[src/rtl/exc_ctrl_if.sv]
// Writeback-to-CP0/fetch bundle of the exception commit controller.
// EXC_IRQ_EN adds the int_pending request line.
interface exc_ctrl_if;
    logic        wb_valid;
    logic [31:0] wb_pc;
    logic [6:0]  wb_exc_flags;
    logic        wb_eret;
    logic        status_exl;
    logic [31:0] epc;
`ifdef EXC_IRQ_EN
    logic        int_pending;
`endif
    logic        execption;
    logic [4:0]  ExcCode;
    logic [31:0] execption_pc;
    logic        flush;
    logic        redirect_valid;
    logic [31:0] redirect_pc;
    logic        fetch_ready;
    logic        busy;

`ifdef EXC_IRQ_EN
    modport master (
        output wb_valid, wb_pc, wb_exc_flags, wb_eret, status_exl, epc, int_pending, fetch_ready,
        input  execption, ExcCode, execption_pc, flush, redirect_valid, redirect_pc, busy
    );
    modport slave (
        input  wb_valid, wb_pc, wb_exc_flags, wb_eret, status_exl, epc, int_pending, fetch_ready,
        output execption, ExcCode, execption_pc, flush, redirect_valid, redirect_pc, busy
    );
`else
    modport master (
        output wb_valid, wb_pc, wb_exc_flags, wb_eret, status_exl, epc, fetch_ready,
        input  execption, ExcCode, execption_pc, flush, redirect_valid, redirect_pc, busy
    );
    modport slave (
        input  wb_valid, wb_pc, wb_exc_flags, wb_eret, status_exl, epc, fetch_ready,
        output execption, ExcCode, execption_pc, flush, redirect_valid, redirect_pc, busy
    );
`endif
endinterface

[src/rtl/exc_ctrl.sv]
// Exception/ERET commit controller: prioritises flags, strobes CP0, flushes, redirects fetch.
// Optional interrupt entry (ExcCode 0) enabled by defining EXC_IRQ_EN.
module exc_ctrl #(
    parameter logic [31:0] VECTOR       = 32'hBFC00380,
    parameter int unsigned FLUSH_CYCLES = 2
) (
    input logic       clk,
    input logic       rst,
    exc_ctrl_if.slave bus
);

    typedef enum logic [1:0] {StIdle, StFlush, StRedirect} state_e;

    state_e      state_q;
    logic [3:0]  cnt_q;
    logic [31:0] target_q;
    logic        exc_q;
    logic [4:0]  code_q;
    logic [31:0] pc_q;
    logic        flush_q;
    logic        rv_q;

    logic [4:0]  flag_code;
    logic        exc_take;
    logic        eret_take;
    logic        irq_take;

    function automatic logic [4:0] code_of(input int idx);
        case (idx)
            0:       return 5'd4;
            1:       return 5'd10;
            2:       return 5'd12;
            3:       return 5'd8;
            4:       return 5'd9;
            5:       return 5'd4;
            default: return 5'd5;
        endcase
    endfunction

    // Scan from the top so the lowest set flag wins.
    always_comb begin
        flag_code = 5'd0;
        for (int i = 6; i >= 0; i--) begin
            if (bus.wb_exc_flags[i]) flag_code = code_of(i);
        end
    end

    assign exc_take  = bus.wb_valid && (bus.wb_exc_flags != 7'd0);
    assign eret_take = bus.wb_valid && bus.wb_eret && (bus.wb_exc_flags == 7'd0);
`ifdef EXC_IRQ_EN
    assign irq_take  = bus.wb_valid && bus.int_pending && !bus.status_exl;
`else
    assign irq_take  = 1'b0;
`endif

    always_ff @(posedge clk) begin
        if (rst) begin
            state_q  <= StIdle;
            cnt_q    <= 4'd0;
            target_q <= 32'd0;
            exc_q    <= 1'b0;
            code_q   <= 5'd0;
            pc_q     <= 32'd0;
            flush_q  <= 1'b0;
            rv_q     <= 1'b0;
        end else begin
            exc_q <= 1'b0;
            unique case (state_q)
                StIdle: begin
                    if (irq_take || exc_take) begin
                        code_q   <= irq_take ? 5'd0 : flag_code;
                        pc_q     <= bus.wb_pc;
                        // With EXL set CP0 must keep its EPC, so no strobe.
                        exc_q    <= !bus.status_exl;
                        target_q <= VECTOR;
                        flush_q  <= 1'b1;
                        cnt_q    <= 4'(FLUSH_CYCLES);
                        state_q  <= StFlush;
                    end else if (eret_take) begin
                        target_q <= bus.epc;
                        flush_q  <= 1'b1;
                        cnt_q    <= 4'(FLUSH_CYCLES);
                        state_q  <= StFlush;
                    end
                end
                StFlush: begin
                    if (cnt_q == 4'd1) begin
                        flush_q <= 1'b0;
                        rv_q    <= 1'b1;
                        state_q <= StRedirect;
                    end else begin
                        cnt_q <= cnt_q - 4'd1;
                    end
                end
                StRedirect: begin
                    if (bus.fetch_ready) begin
                        rv_q    <= 1'b0;
                        state_q <= StIdle;
                    end
                end
                default: state_q <= StIdle;
            endcase
        end
    end

    assign bus.execption      = exc_q;
    assign bus.ExcCode        = code_q;
    assign bus.execption_pc   = pc_q;
    assign bus.flush          = flush_q;
    assign bus.redirect_valid = rv_q;
    assign bus.redirect_pc    = target_q;
    assign bus.busy           = (state_q != StIdle);

endmodule

[src/flat_wrapper.sv]
// flat-port wrapper written by rule: the top's interface ports become plain ports
module exc_ctrl_flat 
#(
    parameter logic [31:0] VECTOR       = 32'hBFC00380,
    parameter int unsigned FLUSH_CYCLES = 2
)
  (clk, rst, bus_wb_valid, bus_wb_pc, bus_wb_exc_flags, bus_wb_eret, bus_status_exl, bus_epc, bus_fetch_ready, bus_execption, bus_ExcCode, bus_execption_pc, bus_flush, bus_redirect_valid, bus_redirect_pc, bus_busy);
  exc_ctrl_if bus_i ();
  input logic clk;
  input logic rst;
  input wire logic [$bits(bus_i.wb_valid)-1:0] bus_wb_valid;
  input wire logic [$bits(bus_i.wb_pc)-1:0] bus_wb_pc;
  input wire logic [$bits(bus_i.wb_exc_flags)-1:0] bus_wb_exc_flags;
  input wire logic [$bits(bus_i.wb_eret)-1:0] bus_wb_eret;
  input wire logic [$bits(bus_i.status_exl)-1:0] bus_status_exl;
  input wire logic [$bits(bus_i.epc)-1:0] bus_epc;
  input wire logic [$bits(bus_i.fetch_ready)-1:0] bus_fetch_ready;
  output wire logic [$bits(bus_i.execption)-1:0] bus_execption;
  output wire logic [$bits(bus_i.ExcCode)-1:0] bus_ExcCode;
  output wire logic [$bits(bus_i.execption_pc)-1:0] bus_execption_pc;
  output wire logic [$bits(bus_i.flush)-1:0] bus_flush;
  output wire logic [$bits(bus_i.redirect_valid)-1:0] bus_redirect_valid;
  output wire logic [$bits(bus_i.redirect_pc)-1:0] bus_redirect_pc;
  output wire logic [$bits(bus_i.busy)-1:0] bus_busy;
  assign bus_i.wb_valid = bus_wb_valid;
  assign bus_i.wb_pc = bus_wb_pc;
  assign bus_i.wb_exc_flags = bus_wb_exc_flags;
  assign bus_i.wb_eret = bus_wb_eret;
  assign bus_i.status_exl = bus_status_exl;
  assign bus_i.epc = bus_epc;
  assign bus_i.fetch_ready = bus_fetch_ready;
  assign bus_execption = bus_i.execption;
  assign bus_ExcCode = bus_i.ExcCode;
  assign bus_execption_pc = bus_i.execption_pc;
  assign bus_flush = bus_i.flush;
  assign bus_redirect_valid = bus_i.redirect_valid;
  assign bus_redirect_pc = bus_i.redirect_pc;
  assign bus_busy = bus_i.busy;
  exc_ctrl #(.VECTOR(VECTOR), .FLUSH_CYCLES(FLUSH_CYCLES)) u_core (.clk(clk), .rst(rst), .bus(bus_i));
endmodule
[config.mk]
export PLATFORM = sky130hd
export DESIGN_NAME = exc_ctrl_flat
export DESIGN_NICKNAME = d
export VERILOG_FILES = /design/src/rtl/exc_ctrl_if.sv /design/src/rtl/exc_ctrl.sv /design/src/flat_wrapper.sv
export SDC_FILE = /design/constraint.sdc
export NUM_CORES = 1
export LEC_CHECK = 0
export CORE_MARGIN = 5
export CORE_UTILIZATION = 40
export CTS_BUF_LIST = sky130_fd_sc_hd__clkbuf_8
export DETAILED_ROUTE_END_ITERATION = 10
export PLACE_DENSITY = 0.84
export SYNTH_ARGS = -nofsm -noshare
export SYNTH_HDL_FRONTEND = slang
export SYNTH_SLANG_ARGS = --single-unit
[constraint.sdc]
create_clock -name clk -period 2.1 [get_ports clk]
set_clock_uncertainty 0.15 [all_clocks]
set_input_delay 0.42 -clock clk [delete_from_list [all_inputs] [get_ports clk]]
set_output_delay 0.42 -clock clk [all_outputs]
set_load 0.03 [all_outputs]
==> impl_metrics.toml, run 1 <==
[power_and_ir_drop]
post-layout-total-power_mw = 3.532
cellLeakagePower_nw = 1.813
power_per_cell_area_nw_per_um2 = 741.5
worst_ir_drop_vdd_mv = 0.4813

[placement]
place_hpwl_um = 6221
dp_cells = 567
gp_congestion = 0.7751
dpl_worst_slack_ns = -0.3784
buffer_ports.inserted = 148
placedInstanceArea_um2 = 4491

[global_routing]
grt_use_total_pct = 18.88
grt_pass1_wl_um = 13210
overflow = 0
antenna_found_initial = 0
pin_count_of_the_biggest_net_entering_global_routing = 36
first_global_vias = 2839

[synthesis]
synth_flop_cell = "dfxtp_1"
seq_area_frac_synth_pct = 54.88
synthCells = 327
ys_ff_latch = 77
synth_fp_nets = 406
synth-edff-count = 0
mappedNetlistArea_um2 = 2809
synthArstFlopShare_pct = 0
synth.distinct_cells = 38
avgSynthCellArea_um2 = 8.590
synth.yosys.warnings = 0

[critical_path]
cp_slowest_stage_delay_ns = 0.51
timing.critical_path.cells = "clkdlybuf4s50_1 > or3_1 > o31a_1 > or3_4 > a21oi_2"
worstPathMaxFanout = 5
path_class = "input pin to register"
worstPathRequired_ns = 2.22
worstSetupStartpointType = "input pin"
timing.reg2reg.setup_slack_ns = 0.38
worst_setup_path_end_kind = "register"
cpMaxStageDelayCell = "or3_1"
worst_path_dominant_cell_family = "simple AND/OR/NAND/NOR gates"
crit_buf_inv = 1
critPathArrivalTime_ns = 2.18

[run_status]
run_status = "complete, no violations"

[clock_tree]
cts.path.max_buffers = 2
cts.reportedPaths.clkPinSlew_ns = 0.07
clock_latency_ns = 0.34
root_buffer = "clkbuf_8"
cts_inserted_buffers = 9
h-tree-depth = 3
cts_tree = "yes"
clock-sinks = 77

[sta]
hold_viol = 0
final.setup.tns_ns = 0
setup_viol = 0
hold_ws_ns = 0.3041
layout_min_cycle_time_ns = 2.061
fmax_ghz = 0.4852
worst_slack_ns = 0.03893
final-max-slew-violation-count = 0
layout_worst_path_cycle_share_pct = 98.15

[die]
die-height_um = 93.80
effective_utilization_at_floorplan_pct = 41.12
core_um2 = 6832
rows = 30
horizontal_extent_of_the_die_um = 93.80
io-pin-count = 150
die_area_um2 = 8798

[worst_hold_path]
worst_hold_path_type = "register to register"

[route]
drtPass1Iterations = 4
drc_errors = 0
ant_nets = 0
routed-via-count = 2884
detail_route.iter0.violations = 95
routed_wire_length_per_instance_um = 14.77
vias_per_cell = 4.930
wirelength_um = 8639

[final_layout]
design.final.nets = 563
layout-drive-gt1-share_pct = 10.43
synthToLayoutAreaGrowth_pct = 69.58
final-instance-count-excl-fill = 585
utilization_pct = 69.73
design_area_um2 = 4763
n_antenna_cell = 0

[run]
cap_violations = 0
[path summary, 6_finish.rpt]
path / from / end / cells after the start
max: bus_wb_exc_flags[3] / u_core.cnt_q[0] / 5
min: u_core.bus.execption_pc[31] / u_core.bus.execption_pc[31] / 2
max reg2reg: u_core.state_q[1] / u_core.cnt_q[3] / 4
min reg2reg: u_core.bus.execption_pc[31] / u_core.bus.execption_pc[31] / 2
[metal layers]
metal / GRT usage, % / wire, µm / vias up
li1: - / - / 1434
met1: 21.68 / 3500 / 1322
met2: 31.99 / 4311 / 116
met3: 6.010 / 699 / 12
met4: 8.303 / 127 / 0
met5: 0 / 0 / -
[logic make-up (layout without fill, tap and decap cells)]
| logic type | Yosys count | count (layout) | synth area share, % |
|---|---|---|---|
| DFF | 77 | 77 | 54.88 |
| adders and majority gates | 2 | 2 | 0.8907 |
| buffers and inverters | 28 | 190 | 4.320 |
| AOI/OAI and AO/OA | 85 | 85 | 19.15 |
| other | 1 | 1 | 0.1335 |
| muxes | 1 | 1 | 0.3564 |
| and+or+nand+nor | 133 | 133 | 20.27 |
[power by group]
| group | internal (mW) | switching (mW) |
|---|---|---|
| logic | 0.367 | 0.380 |
| registers | 1.54 | 0.0495 |
| clock network | 0.662 | 0.532 |
| total | 2.57 | 0.961 |
[cells in the final DEF, fill, tap and decap left out, types with 2 or more instances in the layout]
cell	n
a21oi_1	40
a22oi_1	20
buf_12	3
buf_4	17
bufinv_16	2
clkbuf_8	9
clkdlybuf4s50_1	142
clkinv_2	3
clkinvlp_4	2
dfxtp_1	76
dlymetal6s2s_1	4
ha_1	2
inv_1	4
nand2_1	70
nand2b_1	3
nor2_1	40
nor3_1	4
nor4_1	3
o22ai_1	10
o22ai_2	2
or2_2	2
or3_1	2
[registers in the layout (all words and copies together), names as in the netlist]
signal and cells:
u_core.bus.execption_pc 32, u_core.bus.ExcCode 4, u_core.bus.redirect_pc 32, u_core.bus.redirect_valid 1, u_core.cnt_q 4, u_core.bus.execption 1
u_core.bus.flush 1, u_core.state_q 2
[layout make-up]
type | count | area (µm²)
fill | 553 | 2068
timing repair buffer | 170 | 1692
clock inverter | 7 | 90.09
inverter | 4 | 15.01
clock buffer | 9 | 123.9
multi-input combinational | 222 | 1180
tap | 96 | 120.1
sequential | 77 | 1543
[synthesized netlist by cell type, types with 2 or more instances]
cell type  count  area [µm²]
nand2_1       70       262.8
a21oi_1       41       205.2
o22ai_1       12       75.07
nor3_1         4       20.02
or2_2          2       12.51
inv_1          4       15.01
nor4_1         3       18.77
or3_1          3       18.77
buf_4          3       22.52
buf_2          4       20.02
dfxtp_1       77        1541
ha_1           2       25.02
nand2b_1       3       18.77
clkbuf_1      17       63.81
nor2_1        40       150.1
a22oi_1       20       150.1
[repair_timing]
action	CTS	global route
hold buffers	0	0
setup endpoints to repair	5	17
cloned	0	1
resized for setup	3	10
buffers inserted	0	1
pin swaps	1	4
[worst min-delay path, stage by stage (launching register included)]
cell,delay (ns)
dfxtp_1,0.31
nand2_1,0.05
a21oi_1,0.05
Note: power is estimated with default switching activity, not from simulation.
==> run 2: changes to the inputs <==
--- a/config.mk
+++ b/config.mk
@@ -6,10 +6,12 @@
 export NUM_CORES = 1
 export LEC_CHECK = 0
 export CORE_MARGIN = 5
-export CORE_UTILIZATION = 40
+export CORE_UTILIZATION = 53
 export CTS_BUF_LIST = sky130_fd_sc_hd__clkbuf_8
 export DETAILED_ROUTE_END_ITERATION = 10
-export PLACE_DENSITY = 0.84
+export DONT_BUFFER_PORTS = 1
+export PLACE_DENSITY = 0.7
+export SLEW_MARGIN = 20
 export SYNTH_ARGS = -nofsm -noshare
 export SYNTH_HDL_FRONTEND = slang
 export SYNTH_SLANG_ARGS = --single-unit
==> run 2 against run 1 <==
Net effect: total power down 13%; count of clock-buffer cells in the layout up 1; combinational power down 63%; sequential share of layout area up 17 points; sequential cell count unchanged; wire length down 21%; critical path depth unchanged; non-clock buffer count down 157; clock power down 10%; cell area down 34%; critical path type is now register to register; highest routed layer unchanged.
==> impl_metrics.toml, run 2 (synthesis gave the netlist of run 1 again) <==
[critical_path]
timing.critical_path.cells = "nor3b_2 > a21boi_2 > buf_4 > o311ai_1 > a21oi_1"
cp_slowest_stage_delay_ns = 0.39
number_of_cells_traversed_by_the_worst_register_to_register_path = 5
worstPathMaxFanout = 25
crit_buf_inv = 1
path_class = "register to register"
worst_path_dominant_cell_family = "compound AO/OA/AOI/OAI gates"
worstSetupStartpointType = "register"
critPathArrivalTime_ns = 1.96
worstPathRequired_ns = 2.21
cp_num_cells = 5
cpMaxStageDelayCell = "dfxtp_1"
worst_setup_path_end_kind = "register"

[final_layout]
final_common_cell = "dfxtp_1"
layout-drive-gt1-share_pct = 9.639
utilization_pct = 60.76
design_area_um2 = 3123
design.final.nets = 406
synthToLayoutAreaGrowth_pct = 11.18
n_antenna_cell = 0
fill_cells = 482
most-common-layout-cells = "77 x dfxtp_1, 70 x nand2_1, 41 x a21oi_1, 40 x nor2_1, 20 x a22oi_1"

[sta]
final-max-slew-violation-count = 0
worst_slack_ns = 0.2484
layout_worst_path_cycle_share_pct = 88.17
final.setup.tns_ns = 0
worst_slew_pin_slew_ns = 0.5255
setup_repair_after_global_routing_missed_its_margin = "no"
hold_viol = 0
fmax_ghz = 0.5401
slew-limit-headroom_pct = 64.64
setup_viol = 0
layout_min_cycle_time_ns = 1.852

[global_routing]
antenna_found_initial = 0
overflow = 0
grt_use_total_pct = 20.01
grt_pass1_wl_um = 11410
first_global_vias = 2239
pin_count_of_the_biggest_net_entering_global_routing = 65

[run_status]
run_status = "complete, no violations"

[die]
die-height_um = 82.80
horizontal_extent_of_the_die_um = 82.80
core_um2 = 5140
rows = 26
effective_utilization_at_floorplan_pct = 54.65
die_area_um2 = 6856
io-pin-count = 150

[worst_hold_path]
worst_hold_path_type = "input pin to register"
whs_path_depth = 2

[route]
routed_wire_length_per_instance_um = 16.95
drtPass1Iterations = 4
ant_nets = 0
routed-via-count = 2295
detail_route.iter0.violations = 95
drc_errors = 0
vias_per_cell = 5.709
wirelength_um = 6814

[clock_tree]
cts.path.max_buffers = 2
post_cts.repair.setup_buffers = 0
cts_inserted_buffers = 9
cts_tree = "yes"
clock_latency_ns = 0.33
clock-sinks = 77
root_buffer = "clkbuf_8"
cts.reportedPaths.clkPinSlew_ns = 0.08
h-tree-depth = 3

[power_and_ir_drop]
cellLeakagePower_nw = 1.175
power_per_cell_area_nw_per_um2 = 988.3
worst_ir_drop_vdd_mv = 0.5974
post-layout-total-power_mw = 3.086

[placement]
place_hpwl_um = 4649
buffer_ports.inserted = 0
gp_congestion = 0.7796
placedInstanceArea_um2 = 2874
dpl_worst_slack_ns = 0.09636

[run]
cap_violations = 0
==> run 2: changes by cell type in the layout (fill, tap and decap cells not counted), moves of 3 or more <==
| cell | before | now |
|---|---|---|
| dlygate4sd3_1 | 0 | 3 |
| dlymetal6s2s_1 | 4 | 0 |
| clkdlybuf4s50_1 | 142 | 0 |
| buf_4 | 17 | 8 |
==> run 2: what timing repair did <==
action,4_1_cts,5_1_grt
endpoints found under the hold margin,65,0
resized for setup,0,0
hold buffers,4,0
==> run 2: path summary, 6_finish.rpt <==
kind	slack, ns	to	from
hold / removal	0.06	u_core.bus.execption_pc[11]	bus_wb_pc[11]
setup / recovery	0.25	u_core.bus.ExcCode[2]	u_core.state_q[0]
setup reg to reg	0.25	u_core.bus.ExcCode[2]	u_core.state_q[0]
hold reg to reg	0.37	u_core.cnt_q[2]	u_core.cnt_q[2]
==> run 2: area by class of cell <==
class | instances | area [µm²] | area share [%]
clock buffers | 10 | 137.6 | 4.407
clock inverters | 6 | 53.80 | 1.723
inverters | 4 | 15.01 | 0.4808
multi-input cells | 222 | 1150 | 36.82
flip-flops and latches | 77 | 1541 | 49.36
well taps | 70 | 87.58 | 2.804
repair buffers | 13 | 137.6 | 4.407
==> run 2: worst register-to-register path, delay by kind of cell, from the launching register on <==
kind                   cells  cell delay, ns
AOI/OAI and AO/OA          3            0.57
DFF                        1            0.39
and+or+nand+nor            1            0.39
buffers and inverters      1            0.29
==> run 2: metrics by stage <==
step	hold slack, ns	instances
final	0.06264	402
after CTS	0.04861	402
after global placement	0.3332	382
after global routing	0.04891	402
after detailed placement	0.3439	382
after floorplan	0.3149	327
==> run 2: power breakdown <==
part | switching (mW) | internal (mW)
registers | 0.200 | 1.54
clock network | 0.497 | 0.569
logic | 0.165 | 0.112
==> run 2: routing by layer <==
layer | vias to the layer above | part of all wire, % | track usage (%)
li1 | 1125 | - | -
met1 | 1042 | 41 | 24.47
met2 | 115 | 46 | 30.83
met3 | 13 | 11 | 8.911
met4 | 0 | 1.9 | 7.875
met5 | - | 0 | 0
==> run 3: changes to the inputs <==
--- a/config.mk
+++ b/config.mk
@@ -11,6 +11,7 @@
 export DETAILED_ROUTE_END_ITERATION = 10
 export DONT_BUFFER_PORTS = 1
 export PLACE_DENSITY = 0.7
+export SETUP_SLACK_MARGIN = 0.2
 export SLEW_MARGIN = 20
 export SYNTH_ARGS = -nofsm -noshare
 export SYNTH_HDL_FRONTEND = slang
==> run 3 against run 2 <==
Net effect: die area unchanged; cell area about the same; sequential cell count unchanged; via count down 1.2%; utilization about the same; global-route usage down 1.5 points; register-to-register slack better by 0.09 ns; critical endpoint is now u_core.cnt_q[3]; largest cell class unchanged.
==> impl_metrics.toml, run 3 (synthesis gave the netlist of run 1 again) <==
[clock_tree]
cts.path.max_buffers = 2
clock-sinks = 77
clock_latency_ns = 0.33
h-tree-depth = 3
root_buffer = "clkbuf_8"
cts_tree = "yes"
cts.reportedPaths.clkPinSlew_ns = 0.08
cts_inserted_buffers = 9

[placement]
dp_cells = 382
placedInstanceArea_um2 = 2874
place_hpwl_um = 4726
dpl_worst_slack_ns = 0.08040
gp_congestion = 0.7315
buffer_ports.inserted = 0

[power_and_ir_drop]
comb_power_share_pct = 7.8
post-layout-total-power_mw = 3.212
p_sw_share_pct = 26.83
power_per_cell_area_nw_per_um2 = 1029
total_switching_power_mw = 0.8619
worst_ir_drop_vdd_mv = 0.7928
clockPowerShare_pct = 38.0
p_int_mw = 2.350
cellLeakagePower_nw = 1.162
sequentialPowerShare_pct = 54.3

[die]
die_area_um2 = 6856
effective_utilization_at_floorplan_pct = 54.65
horizontal_extent_of_the_die_um = 82.80
rows = 26
core_um2 = 5140
die-height_um = 82.80
io-pin-count = 150

[critical_path]
worstSetupEndpoint = "u_core.cnt_q[3]"
worstPathMaxFanout = 7
cpMaxStageDelayCell = "or4_1"
worstSetupStartpointType = "register"
cp-startpoint = "u_core.state_q[1]"
worst_setup_path_end_kind = "register"
worst_path_dominant_cell_family = "simple AND/OR/NAND/NOR gates"
crit_buf_inv = 0
worstPathRequired_ns = 2.23
critPathArrivalTime_ns = 1.89
worst_r2r_endpoint = "u_core.cnt_q[3]"
timing.reg2reg.setup_slack_ns = 0.34
cp_num_cells = 4
path_class = "register to register"
cp_slowest_stage_delay_ns = 0.44
r2r-start = "u_core.state_q[1]"
number_of_cells_traversed_by_the_worst_register_to_register_path = 4
timing.critical_path.cells = "nand2b_1 > or4_1 > a2111oi_1 > a41o_1"

[sta]
setup_repair_after_global_routing_missed_its_margin = "yes"
layout_min_cycle_time_ns = 1.765
worst_slack_ns = 0.3353
fmax_ghz = 0.5667
setup_viol = 0
slew-limit-headroom_pct = 64.77
hold_viol = 0
worst_slew_pin_slew_ns = 0.5236
final-max-slew-violation-count = 0
layout_worst_path_cycle_share_pct = 84.04
final.setup.tns_ns = 0

[global_routing]
antenna_found_initial = 0
grt_use_total_pct = 18.46
pin_count_of_the_biggest_net_entering_global_routing = 79
grt_pass1_wl_um = 10530
overflow = 0
first_global_vias = 2079

[final_layout]
final-instance-count-excl-fill = 399
most-common-layout-cells = "76 x dfxtp_1, 70 x nand2_1, 41 x a21oi_1, 40 x nor2_1, 20 x a22oi_1"
design.final.nets = 403
design_area_um2 = 3120
fill_cells = 482
layout-drive-gt1-share_pct = 10.03
multi_input_gate_area_in_the_final_layout_um2 = 1157
synthToLayoutAreaGrowth_pct = 11.09
final_common_cell = "dfxtp_1"
seq_area_um2 = 1543
n_antenna_cell = 0

[route]
drc_errors = 0
routed_wire_length_per_instance_um = 16.73
drtPass1Iterations = 4
routed-via-count = 2268
wirelength_um = 6674
vias_per_cell = 5.684
detail_route.iter0.violations = 109
ant_nets = 0

[worst_hold_path]
worst_hold_path_type = "input pin to register"

[run]
cap_violations = 0

[run_status]
run_status = "complete, no violations"
run 3: power groups by stage:
stage	sequential, mW	combinational, mW	clock (mW)
4_1_cts	1.75	0.249	1.25
6_report	1.74	0.249	1.22
3_5_place_dp	1.78	0.248	0
5_1_grt	1.76	0.283	1.32
3_3_place_gp	1.78	0.239	0
2_1_floorplan	1.76	0.224	0
run 3: stage by stage:
step / utilization [%] / hold slack (ns)
final: 60.71 / 0.001616
after floorplan: - / 0.3149
after detailed placement: 55.92 / 0.3438
after global routing: 60.71 / -0.02881
after global placement: 55.92 / 0.3351
after CTS: 60.39 / -0.01385
run 3: worst register-to-register path: stages, from the launching register on:
cell	delay, ns
dfxtp_1	0.39
nand2b_1	0.21
or4_1	0.44
a2111oi_1	0.39
a41o_1	0.14
run 3: what timing repair did:
item | in CTS | in global routing
hold endpoints to repair | 70 | 75
pin swaps | 0 | 0
setup buffers | 0 | 0
gates resized for setup | 1 | 3
setup endpoints to repair | 1 | 4
run 3: cell type report:
class	count	share of cell area [%]
Clock buffer	10	4.411
Clock inverter	6	2.767
Inverter	4	0.4812
Multi-Input combinational cell	222	37.09
Sequential cell	77	49.44
Tap cell	70	2.807
Timing Repair Buffer	10	3.007
run 3: worst min path at each step:
stage | start | to | cells after the start
floorplan | u_core.cnt_q[2] | u_core.cnt_q[2] | 2
CTS | rst | u_core.bus.redirect_pc[10] | 1
detailed placement | u_core.cnt_q[2] | u_core.cnt_q[2] | 2
finish | rst | u_core.bus.redirect_pc[13] | 1
global route | rst | u_core.bus.redirect_pc[15] | 1
global placement | u_core.cnt_q[2] | u_core.cnt_q[2] | 2
run 3: metal layers:
metal	part of all wire [%]	global-route usage, %	vias to the layer above	wire [µm]
li1	-	-	1117	-
met1	40	21.37	1030	2637
met2	47	29.30	113	3117
met3	13	11.19	8	858
met4	0.90	4.012	0	60
met5	0	0	-	0
